`src/rtl/fir_mac_seq_if.sv`:
```
// -----------------------------------------------------------------------------
// fir_mac_seq_if
// Handshake and coefficient-bus bundle for the time-multiplexed FIR filter.
//
// Signals
//   in_valid / in_ready / data_i     sample input handshake (WIDTH-bit signed)
//   out_valid / out_ready / data_o   filtered output handshake (WIDTH-bit signed)
//   sat_o                            clip flag, present only with FIR_SAT_EN
//   coef_we / coef_addr / coef_data  coefficient write port
//   coef_ready                       coefficient writes accepted this cycle
//
// Modports
//   master : the surrounding datapath (drives samples, coefficients, out_ready)
//   slave  : the filter itself
//
// Build option: define FIR_SAT_EN to add the sat_o clip flag.
// -----------------------------------------------------------------------------
interface fir_mac_seq_if #(
    parameter int WIDTH  = 16,
    parameter int CWIDTH = 16,
    parameter int TAPS   = 17
);
    localparam int AW = (TAPS > 1) ? $clog2(TAPS) : 1;

    logic              in_valid;
    logic              in_ready;
    logic [WIDTH-1:0]  data_i;
    logic              out_valid;
    logic              out_ready;
    logic [WIDTH-1:0]  data_o;
`ifdef FIR_SAT_EN
    logic              sat_o;
`endif
    logic              coef_we;
    logic [AW-1:0]     coef_addr;
    logic [CWIDTH-1:0] coef_data;
    logic              coef_ready;

`ifdef FIR_SAT_EN
    modport master (
        output in_valid, data_i, out_ready, coef_we, coef_addr, coef_data,
        input  in_ready, out_valid, data_o, sat_o, coef_ready
    );
    modport slave (
        input  in_valid, data_i, out_ready, coef_we, coef_addr, coef_data,
        output in_ready, out_valid, data_o, sat_o, coef_ready
    );
`else
    modport master (
        output in_valid, data_i, out_ready, coef_we, coef_addr, coef_data,
        input  in_ready, out_valid, data_o, coef_ready
    );
    modport slave (
        input  in_valid, data_i, out_ready, coef_we, coef_addr, coef_data,
        output in_ready, out_valid, data_o, coef_ready
    );
`endif
endinterface

```
`src/rtl/fir_mac_seq.sv`:
```
// -----------------------------------------------------------------------------
// fir_mac_seq
// Time-multiplexed FIR low-pass for the FM demodulator baseband path. A single
// multiply-accumulate unit is iterated over TAPS coefficients held in a
// runtime-loadable bank; samples live in a circular delay line.
//
// Ports
//   clk    in   clock, rising edge
//   rst_n  in   asynchronous active-low reset
//   clr_i  in   synchronous flush: zero delay line/pointer/acc, abort, go IDLE
//   bus    slave modport of fir_mac_seq_if (sample in/out handshakes,
//              coefficient write port, optional sat_o)
//
// Operation: IDLE accepts one sample, MAC runs TAPS cycles (cycle k adds
// coef[k]*x[n-k]), OUT registers the rounded result and holds it until the
// consumer takes it. A sample accepted at edge 0 is presented after edge
// TAPS+1.
//
// Build option: FIR_SAT_EN -- saturate data_o to the WIDTH-bit range and
// flag clipping on sat_o; otherwise data_o wraps.
// -----------------------------------------------------------------------------
module fir_mac_seq #(
    parameter int WIDTH  = 16,
    parameter int CWIDTH = 16,
    parameter int TAPS   = 17,
    parameter int FRAC   = 16
) (
    input  logic          clk,
    input  logic          rst_n,
    input  logic          clr_i,
    fir_mac_seq_if.slave  bus
);
    localparam int AW   = (TAPS > 1) ? $clog2(TAPS) : 1;
    localparam int PW   = WIDTH + CWIDTH;      // full product width
    localparam int ACCW = PW + AW;             // accumulator cannot overflow
    localparam int RW   = ACCW + 1 - FRAC;     // width of the rounded result

    localparam logic [AW-1:0] LAST_IDX = AW'(TAPS - 1);
    localparam logic [ACCW:0] HALF     = (ACCW+1)'(1) << (FRAC - 1);

    typedef enum logic [1:0] {
        ST_IDLE = 2'd0,
        ST_MAC  = 2'd1,
        ST_OUT  = 2'd2
    } state_t;

    // Round half-up then drop FRAC fraction bits with an arithmetic shift.
    // One guard bit keeps the +HALF from overflowing near full scale.
    function automatic logic signed [RW-1:0] round_acc(input logic signed [ACCW-1:0] a);
        logic signed [ACCW:0] t;
        t = {a[ACCW-1], a} + HALF;
        return RW'(t >>> FRAC);
    endfunction

`ifdef FIR_SAT_EN
    // Returns {clipped, value}. The value fits when all bits from the output
    // sign bit upward agree; otherwise clip towards the sign of r.
    function automatic logic [WIDTH:0] saturate(input logic signed [RW-1:0] r);
        logic hi_ones;
        logic hi_zeros;
        hi_ones  = &r[RW-1:WIDTH-1];
        hi_zeros = ~|r[RW-1:WIDTH-1];
        if (hi_ones || hi_zeros) begin
            return {1'b0, r[WIDTH-1:0]};
        end else if (r[RW-1]) begin
            return {1'b1, 1'b1, {(WIDTH-1){1'b0}}};
        end else begin
            return {1'b1, 1'b0, {(WIDTH-1){1'b1}}};
        end
    endfunction
`endif

    state_t              state_r;
    state_t              state_s;

    logic [WIDTH-1:0]    dline_r [TAPS];
    logic [CWIDTH-1:0]   coef_r  [TAPS];
    logic [AW-1:0]       wr_ptr_r;
    logic [AW-1:0]       rd_ptr_r;
    logic [AW-1:0]       k_r;
    logic signed [ACCW-1:0] acc_r;

    logic                in_ready_r;
    logic                coef_ready_r;
    logic                out_valid_r;
    logic [WIDTH-1:0]    data_o_r;

    logic                accept_s;
    logic                mac_en_s;
    logic                load_out_s;
    logic                out_done_s;
    logic                coef_wr_s;
    logic                in_ready_s;
    logic                coef_ready_s;

    logic signed [PW-1:0] x_ext_s;
    logic signed [PW-1:0] c_ext_s;
    logic signed [PW-1:0] prod_s;
    logic [WIDTH-1:0]     out_data_s;

`ifdef FIR_SAT_EN
    logic                 out_sat_s;
    logic                 sat_r;
`endif

    // State register.
    always_ff @(posedge clk or negedge rst_n) begin
        if (!rst_n) begin
            state_r <= ST_IDLE;
        end else begin
            state_r <= state_s;
        end
    end

    // Next-state logic; clr_i overrides every transition.
    always_comb begin
        state_s = state_r;
        if (clr_i) begin
            state_s = ST_IDLE;
        end else begin
            case (state_r)
                ST_IDLE: begin
                    if (bus.in_valid && in_ready_r) begin
                        state_s = ST_MAC;
                    end else begin
                        state_s = ST_IDLE;
                    end
                end
                ST_MAC: begin
                    if (k_r == LAST_IDX) begin
                        state_s = ST_OUT;
                    end else begin
                        state_s = ST_MAC;
                    end
                end
                ST_OUT: begin
                    if (out_valid_r && bus.out_ready) begin
                        state_s = ST_IDLE;
                    end else begin
                        state_s = ST_OUT;
                    end
                end
                default: state_s = ST_IDLE;
            endcase
        end
    end

    // FSM outputs: datapath strobes and the next values of the ready flags.
    // OUT spends its first cycle loading data_o, then holds until taken.
    always_comb begin
        accept_s   = 1'b0;
        mac_en_s   = 1'b0;
        load_out_s = 1'b0;
        out_done_s = 1'b0;
        if (clr_i) begin
            accept_s   = 1'b0;
            mac_en_s   = 1'b0;
            load_out_s = 1'b0;
            out_done_s = 1'b0;
        end else begin
            case (state_r)
                ST_IDLE: accept_s = bus.in_valid & in_ready_r;
                ST_MAC:  mac_en_s = 1'b1;
                ST_OUT: begin
                    load_out_s = ~out_valid_r;
                    out_done_s = out_valid_r & bus.out_ready;
                end
                default: begin
                    accept_s   = 1'b0;
                    mac_en_s   = 1'b0;
                    load_out_s = 1'b0;
                    out_done_s = 1'b0;
                end
            endcase
        end
        in_ready_s   = (state_s == ST_IDLE);
        coef_ready_s = (state_s != ST_MAC);
        coef_wr_s    = bus.coef_we & coef_ready_r & (bus.coef_addr <= LAST_IDX);
    end

    // Sign-extended operands and the single shared multiplier.
    always_comb begin
        x_ext_s = {{CWIDTH{dline_r[rd_ptr_r][WIDTH-1]}}, dline_r[rd_ptr_r]};
        c_ext_s = {{WIDTH{coef_r[k_r][CWIDTH-1]}}, coef_r[k_r]};
        prod_s  = x_ext_s * c_ext_s;
    end

`ifdef FIR_SAT_EN
    assign {out_sat_s, out_data_s} = saturate(round_acc(acc_r));
`else
    assign out_data_s = WIDTH'(round_acc(acc_r));
`endif

    // Coefficient bank; clr_i deliberately leaves it untouched.
    always_ff @(posedge clk or negedge rst_n) begin
        if (!rst_n) begin
            for (int i = 0; i < TAPS; i++) begin
                coef_r[i] <= {CWIDTH{1'b0}};
            end
        end else if (coef_wr_s) begin
            coef_r[bus.coef_addr] <= bus.coef_data;
        end
    end

    // Circular delay line: the newest sample overwrites the oldest slot.
    always_ff @(posedge clk or negedge rst_n) begin
        if (!rst_n) begin
            for (int i = 0; i < TAPS; i++) begin
                dline_r[i] <= {WIDTH{1'b0}};
            end
        end else if (clr_i) begin
            for (int i = 0; i < TAPS; i++) begin
                dline_r[i] <= {WIDTH{1'b0}};
            end
        end else if (accept_s) begin
            dline_r[wr_ptr_r] <= bus.data_i;
        end
    end

    // Pointers and tap counter. The read pointer starts on the slot just
    // written (x[n]) and walks backwards modulo TAPS, giving x[n-k] at tap k.
    always_ff @(posedge clk or negedge rst_n) begin
        if (!rst_n) begin
            wr_ptr_r <= {AW{1'b0}};
            rd_ptr_r <= {AW{1'b0}};
            k_r      <= {AW{1'b0}};
        end else if (clr_i) begin
            wr_ptr_r <= {AW{1'b0}};
            rd_ptr_r <= {AW{1'b0}};
            k_r      <= {AW{1'b0}};
        end else if (accept_s) begin
            wr_ptr_r <= (wr_ptr_r == LAST_IDX) ? {AW{1'b0}} : wr_ptr_r + AW'(1);
            rd_ptr_r <= wr_ptr_r;
            k_r      <= {AW{1'b0}};
        end else if (mac_en_s) begin
            rd_ptr_r <= (rd_ptr_r == {AW{1'b0}}) ? LAST_IDX : rd_ptr_r - AW'(1);
            k_r      <= k_r + AW'(1);
        end
    end

    // Accumulator.
    always_ff @(posedge clk or negedge rst_n) begin
        if (!rst_n) begin
            acc_r <= {ACCW{1'b0}};
        end else if (clr_i || accept_s) begin
            acc_r <= {ACCW{1'b0}};
        end else if (mac_en_s) begin
            acc_r <= acc_r + {{AW{prod_s[PW-1]}}, prod_s};
        end
    end

    // Registered ready flags.
    always_ff @(posedge clk or negedge rst_n) begin
        if (!rst_n) begin
            in_ready_r   <= 1'b0;
            coef_ready_r <= 1'b0;
        end else begin
            in_ready_r   <= in_ready_s;
            coef_ready_r <= coef_ready_s;
        end
    end

    // Output register: loaded once per result, held until the handshake.
    always_ff @(posedge clk or negedge rst_n) begin
        if (!rst_n) begin
            out_valid_r <= 1'b0;
            data_o_r    <= {WIDTH{1'b0}};
        end else if (clr_i) begin
            out_valid_r <= 1'b0;
        end else if (load_out_s) begin
            out_valid_r <= 1'b1;
            data_o_r    <= out_data_s;
        end else if (out_done_s) begin
            out_valid_r <= 1'b0;
        end
    end

`ifdef FIR_SAT_EN
    // Clip flag travels with the result it describes.
    always_ff @(posedge clk or negedge rst_n) begin
        if (!rst_n) begin
            sat_r <= 1'b0;
        end else if (clr_i) begin
            sat_r <= 1'b0;
        end else if (load_out_s) begin
            sat_r <= out_sat_s;
        end else if (out_done_s) begin
            sat_r <= 1'b0;
        end
    end

    assign bus.sat_o = sat_r;
`endif

    assign bus.in_ready   = in_ready_r;
    assign bus.coef_ready = coef_ready_r;
    assign bus.out_valid  = out_valid_r;
    assign bus.data_o     = data_o_r;

endmodule
```
`src/flat_wrapper.sv`:
```
// flat-port wrapper written by rule: the top's interface ports become plain ports
module fir_mac_seq_flat 
#(
    parameter int WIDTH  = 16,
    parameter int CWIDTH = 16,
    parameter int TAPS   = 17,
    parameter int FRAC   = 16
)
  (clk, rst_n, clr_i, bus_in_valid, bus_data_i, bus_out_ready, bus_coef_we, bus_coef_addr, bus_coef_data, bus_in_ready, bus_out_valid, bus_data_o, bus_coef_ready);
  fir_mac_seq_if #(.WIDTH(WIDTH), .CWIDTH(CWIDTH), .TAPS(TAPS)) bus_i ();
  input  logic clk;
  input  logic rst_n;
  input  logic clr_i;
  input wire logic [$bits(bus_i.in_valid)-1:0] bus_in_valid;
  input wire logic [$bits(bus_i.data_i)-1:0] bus_data_i;
  input wire logic [$bits(bus_i.out_ready)-1:0] bus_out_ready;
  input wire logic [$bits(bus_i.coef_we)-1:0] bus_coef_we;
  input wire logic [$bits(bus_i.coef_addr)-1:0] bus_coef_addr;
  input wire logic [$bits(bus_i.coef_data)-1:0] bus_coef_data;
  output wire logic [$bits(bus_i.in_ready)-1:0] bus_in_ready;
  output wire logic [$bits(bus_i.out_valid)-1:0] bus_out_valid;
  output wire logic [$bits(bus_i.data_o)-1:0] bus_data_o;
  output wire logic [$bits(bus_i.coef_ready)-1:0] bus_coef_ready;
  assign bus_i.in_valid = bus_in_valid;
  assign bus_i.data_i = bus_data_i;
  assign bus_i.out_ready = bus_out_ready;
  assign bus_i.coef_we = bus_coef_we;
  assign bus_i.coef_addr = bus_coef_addr;
  assign bus_i.coef_data = bus_coef_data;
  assign bus_in_ready = bus_i.in_ready;
  assign bus_out_valid = bus_i.out_valid;
  assign bus_data_o = bus_i.data_o;
  assign bus_coef_ready = bus_i.coef_ready;
  fir_mac_seq #(.WIDTH(WIDTH), .CWIDTH(CWIDTH), .TAPS(TAPS), .FRAC(FRAC)) u_core (.clk(clk), .rst_n(rst_n), .clr_i(clr_i), .bus(bus_i));
endmodule
```
`config.mk`:
```
export PLATFORM = sky130hd
export DESIGN_NAME = fir_mac_seq_flat
export DESIGN_NICKNAME = d
export VERILOG_FILES = /design/src/rtl/fir_mac_seq_if.sv /design/src/rtl/fir_mac_seq.sv /design/src/flat_wrapper.sv
export SDC_FILE = /design/constraint.sdc
export NUM_CORES = 2
export LEC_CHECK = 0
export BUFFER_PORTS_ARGS = -buffer_cell sky130_fd_sc_hd__buf_4
export CELL_PAD_IN_SITES_DETAIL_PLACEMENT = 0
export CELL_PAD_IN_SITES_GLOBAL_PLACEMENT = 1
export CORE_ASPECT_RATIO = 0.7
export CORE_MARGIN = 5
export CORE_UTILIZATION = 25
export DETAILED_ROUTE_END_ITERATION = 6
export PLACE_DENSITY = 0.41
export SLEW_MARGIN = 10
export SYNTH_ARGS = -nofsm -noshare
export SYNTH_HDL_FRONTEND = slang
export SYNTH_SLANG_ARGS = --single-unit
```
`constraint.sdc`:
```
create_clock -name clk -period 20.3 [get_ports clk]
set_input_delay 4.06 -clock clk [delete_from_list [all_inputs] [get_ports clk]]
set_output_delay 4.06 -clock clk [all_outputs]
set_load 0.01 [all_outputs]
```
# Yosys cells after proc, flatten, opt, wreduce, memory -nomap -nowiden
# Index checks and enable logic that the tools add are counted.
# totals
out_inout_bits,19
input_bits,43
word_cells,126
regBits,617
mem_bits_ro,0
ram_bits,0
memories,0
latch_bits,0
# classes
n_mux,42
n_reduce_logical,13
n_bitwise,10
n_shift,0
div,0
n_lt_le_gt_ge,7
mul,1
addsub,5
n_eq_ne,5
# op_table
op,n
bitwise mux 272 bit,2
2-to-1 mux 272 bit,2
binary-select mux 16 bit (select 5 bit),2
demux 16 bit (select 5 bit),2
2-to-1 mux 16 bit,6
2-to-1 mux 37 bit,2
2-to-1 mux 5 bit,10
adder 37 bit,1
"adder 32 x 17 -> 32 bit, second input constant",1
multiplier 16 x 16 -> 32 bit,1
"greater-or-equal comparator 6 bit, second input constant",4
NOT 5 -> 6 bit,4
"less-than comparator 6 x 1 -> 1 bit, second input constant",2
2-to-1 mux 1 bit,12
"adder 5 x 1 -> 5 bit, second input constant",2
"equality test 5 bit, second input constant",2
2-to-1 mux 2 bit,3
case mux 2 bit (3 select lines),1
nonzero test 3 bit,2
"less-or-equal comparator 5 bit, second input constant",1
logical NOT 5 bit,1
"subtractor 5 x 1 -> 5 bit, second input constant",1
AND 1 bit,4
logical AND 1 bit,4
8 further kinds,11

# Logic depth before layout (Yosys ltp)
# depth
depth_word,8
depth_mapped,43
depth_no_buf,39

# Worst setup path before layout
# No wires, ideal clock.
# synth_path
kind,register to register
from,register u_core.k_r[0]
to,register u_core.acc_r[31]
path_stages_with_launch,36
setup_slack_ns,11.364
setup_ns,0.131
period_less_slack_ns,8.936
arrival_time_ns,8.805
cell_sequence,dfrtp_1 buf_2 buf_6 mux4_2 mux4_2 a22oi_2 buf_2 nor2_1 fa_1 inv_1 fa_1 fa_1 inv_1 fa_1 fa_1 inv_1 fa_1 inv_1 ha_1 a21o_1 a31o_1 o21a_1 a311o_1 o41a_1 a21oi_1 o21ai_1 xor2_1 ha_1 a21o_1 a21oi_1 o22ai_1 nor3_1 o21ai_0 a21oi_1 xnor2_1 o21ai_1
# synth_between
elab_chain_cells,8
# synth_rtl
item,line_no,text
from (decl),fir_mac_seq.sv:80,logic [AW-1:0] k_r;
from (signal assigned),fir_mac_seq.sv:226,k_r <= {AW{1'b0}};
from (signal assigned),fir_mac_seq.sv:230,k_r <= {AW{1'b0}};
from (signal assigned),fir_mac_seq.sv:234,k_r <= {AW{1'b0}};
NOT 5 -> 6 bit (implied by the code),fir_mac_seq.sv:184,"c_ext_s = {{WIDTH{coef_r[k_r][CWIDTH-1]}}, coef_r[k_r]};"
binary-select mux 16 bit (select 5 bit),fir_mac_seq.sv:184,
2-to-1 mux 16 bit (implied by the code) (2 in series),fir_mac_seq.sv:184,
multiplier 16 x 16 -> 32 bit,fir_mac_seq.sv:185,prod_s = x_ext_s * c_ext_s;
adder 37 bit,fir_mac_seq.sv:248,"acc_r <= acc_r + {{AW{prod_s[PW-1]}}, prod_s};"
2-to-1 mux 37 bit,fir_mac_seq.sv:247,end else if (mac_en_s) begin
2-to-1 mux 37 bit,fir_mac_seq.sv:245,end else if (clr_i || accept_s) begin
to (signal assigned),fir_mac_seq.sv:244,acc_r <= {ACCW{1'b0}};
to (signal assigned),fir_mac_seq.sv:246,acc_r <= {ACCW{1'b0}};
to (signal assigned),fir_mac_seq.sv:248,
to (decl),fir_mac_seq.sv:81,logic signed [ACCW-1:0] acc_r;
# Every way passes these cells. The select of a mux whose other input is x is not followed.
# A chain may end at the register's enable or synchronous reset.

# Final worst setup path
# Ends and elaborated chain as after synthesis.

==> run_results.csv <==
group,metric,value,unit
status,outcome,"completed",
logic_synthesis,yosysSeqAreaShare,0.3866,
grt,grt_max_degree,102,
logic_synthesis,synth_fp_nets,4187,
finish,multiInputGateArea,0.02204,sq mm
drt,drtAntennaViolNets,0,
job,cap_viol_max_count,0,
timing,finalCriticalPeriod,11770,ps
logic_synthesis,synth-main-ff-cell,"dfrtp_1",
drt,first_iter_violations,1716,
logic_synthesis,synth-seq-cells,612,
logic_synthesis,avgSynthCellArea,10.53,sq um
clocking,worstSkewPairLatency,680,ps
worst_setup_path,critPathKind,"reg2reg",
power,p_leak,19.68,nW
worst_setup_path,crit_top_cell,"fa_1",
placement,io_buffers,61,
placement,pre_cts_slack,8401,ps
die,die_area,0.1666,sq mm
timing,grt_setup_unrepaired,"no",
worst_setup_path,crit_slowest_cell,"dfrtp_4",
clocking,cts-resized-gates,0,
die,rows,122,
timing,hold_viol,0,
die,die_w,485.8,um
logic_synthesis,syn-instance-count,3760,
clocking,cts_tree,"done",
drt,vias_per_cell,4.615,
clocking,ctsHoldBuffers,0,
grt,grt_overflow,0,
worst_setup_path,slowest_delay,830,ps
finish,fin_nets,4152,
logic_synthesis,synth_edf_count,0,
logic_synthesis,ys_top_cells_by_area,"dfrtp_1 39%, fa_1 13%, mux2_2 8.2%",
timing,fin_ws,8527,ps
die,initial_core_util,0.2510,
clocking,numClockSinks,612,
timing,fin_crit_sh,0.5799,
finish,regArea,0.01533,sq mm
clocking,cts-root-buf,"clkbuf_16",
placement,dp.final_hpwl,91850,um
timing,setup_tns,0,ps
timing,tightestPinTransition,1195,ps
clocking,htree_levels,3,
logic_synthesis,synth.distinct_cells,77,
grt,grt_pass1_vias,28570,
worst_setup_path,cp-start-kind,"flop",
finish,final_area,0.04472,sq mm
logic_synthesis,syn_area,0.03961,sq mm
timing,skew,49.76,ps
worst_setup_path,crit_fanout,31,
logic_synthesis,synth_top_area_frac,0.3866,
timing,setup_viol,0,
worst_setup_path,r2r_setup_slack,8530,ps
worst_setup_path,cp-end-kind,"flop",
worst_setup_path,worstPathArrival,12320,ps
die,coreArea,0.1578,sq mm
logic_synthesis,ys_warn_count,0,
clocking,clkSlewWorstSetupHoldPaths,60,ps
power,irDropWorstVdd,0.05410,mV
timing,slew-limit-headroom,0.2010,
timing,final-max-slew-violation-count,0,
power,powerDensity,90.17,mW/mm^2
die,dieHeight,343.0,um
logic_synthesis,async_flop_share,1.000,
finish,fillers,16500,
drt,vias,27180,
clocking,cts_setup_buffers,0,
logic_synthesis,synth.most_common_cell,"nand2_1",
logic_synthesis,ys_top_cells_by_count,"718 x nand2_1, 612 x dfrtp_1, 337 x inv_1, 331 x a21oi_1, 287 x mux2_2",
drt,wl_per_cell,23.05,um
drt,drt-total-wl,135800,um
finish,area_growth,12.89,%
finish,drive_gt1_frac,0.1910,
placement,dpl_cell_area,0.04226,sq mm
worst_setup_path,cp.required,20840,ps
grt,grt_antenna_before_repair,3,
logic_synthesis,synth_top_area_cell,"dfrtp_1",
placement,place.gp.congestion,0.7485,
clocking,cts_max_path_buffers,3,
grt,grt_usage,0.1641,
timing,max_freq,0.08494,GHz
clocking,numCtsBuffers,75,
min_path,hp-class,"reg2reg",
drt,drc_errors,0,
die,io_pins,62,
grt,grt_pass1_wl,204300,um
drt,drtPass1Iterations,5,
-- state kept, by name, indices dropped and copies added, names as in the netlist --
name	cells
u_core.acc_r	32
u_core.bus.coef_ready	1
u_core.bus.data_o	16
u_core.bus.in_ready	1
u_core.bus.out_valid	1
u_core.coef_r	272
u_core.dline_r	272
u_core.k_r	5
u_core.rd_ptr_r	5
u_core.state_r	2
u_core.wr_ptr_r	5
-- stage by stage --
step,instances,hold slack (ps),power (W),utilization
final,5890,490.7,0.004032,0.2833
after detailed placement,5756,478.0,0.002712,0.2677
after global routing,5889,508.7,0.004289,0.2833
after global placement,5756,474.9,0.002722,0.2677
after floorplan,3760,455.1,0.002306,-
after CTS,5888,491.5,0.004108,0.2833
-- layer usage --
layer / GRT usage / routed length (um) / up-vias
met4: 0.03298 / 2230 / 0
met3: 0.02167 / 5380 / 114
met2: 0.2334 / 55970 / 450
met1: 0.2623 / 72190 / 14170
met5: 0 / 0 / -
li1: - / - / 12450
-- worst paths after layout --
check | depth (start not counted) | from | end
worst min-delay path | 2 | u_core.acc_r[12]$_DFFE_PN0P_ | u_core.acc_r[12]$_DFFE_PN0P_
worst min register to register | 2 | u_core.acc_r[12]$_DFFE_PN0P_ | u_core.acc_r[12]$_DFFE_PN0P_
max in group asynchronous | 5 | rst_n | u_core.coef_r[24]$_DFFE_PN0P_
worst max-delay path | 35 | u_core.k_r[0]$_DFFE_PN0P_ | u_core.acc_r[31]$_DFFE_PN0P_
min in group asynchronous | 1 | rst_n | u_core.dline_r[271]$_DFFE_PN0P_
worst max register to register | 35 | u_core.k_r[0]$_DFFE_PN0P_ | u_core.acc_r[31]$_DFFE_PN0P_
-- layout make-up --
type                            count  area share
Tap cell                         2108     0.05898
Sequential cell                   612      0.3428
Inverter                          347     0.02918
Multi-Input combinational cell   2565      0.4929
Timing Repair Buffer              124     0.02115
Antenna cell                        2   0.0001119
Clock buffer                      115     0.04981
Clock inverter                     17    0.005065
-- power breakdown --
group	total (W)	switching, W	internal (W)
logic	0.00121	0.000711	0.000500
registers	0.00147	0.000114	0.00135
clock network	0.00135	0.000589	0.000765
-- kinds of logic (layout without fill, tap and decap cells) --
family / Yosys count / count (layout) / synth area share
other: 0 / 2 / 0
DFF: 612 / 612 / 0.3866
muxes: 455 / 455 / 0.1673
adders and majority gates: 384 / 384 / 0.1711
and+or+nand+nor: 1099 / 1099 / 0.1128
xor gates and xnor gates: 81 / 81 / 0.01791
AOI/OAI and AO/OA: 546 / 546 / 0.08478
buffers and inverters: 583 / 603 / 0.05938
-- cells in the final DEF, fill, tap and decap left out, types with 18 or more instances in the layout --
| master | count |
|---|---|
| clkbuf_16 | 75 |
| mux2i_1 | 31 |
| mux2_2 | 287 |
| o21ai_0 | 33 |
| nand2_1 | 718 |
| a21o_1 | 19 |
| clkbuf_8 | 20 |
| xor2_1 | 25 |
| ha_1 | 121 |
| inv_1 | 337 |
| nand2b_1 | 25 |
| dfrtp_1 | 608 |
| o21a_1 | 18 |
| a22o_1 | 25 |
| buf_4 | 122 |
| nor2_1 | 230 |
| xnor2_1 | 56 |
| nand3_1 | 28 |
| a21oi_1 | 331 |
| clkbuf_1 | 20 |
| fa_1 | 263 |
| mux4_2 | 137 |
-- worst max-delay path: cells and delay by family (launching register included) --
kind / cells / cell delay [ps]
adders and majority gates: 8 / 3690
muxes: 2 / 870
AOI/OAI and AO/OA: 15 / 3810
DFF: 1 / 830
and+or+nand+nor: 3 / 770
xor gates and xnor gates: 2 / 300
buffers and inverters: 5 / 1300
No activity file was read; power rests on OpenSTA's default activity.
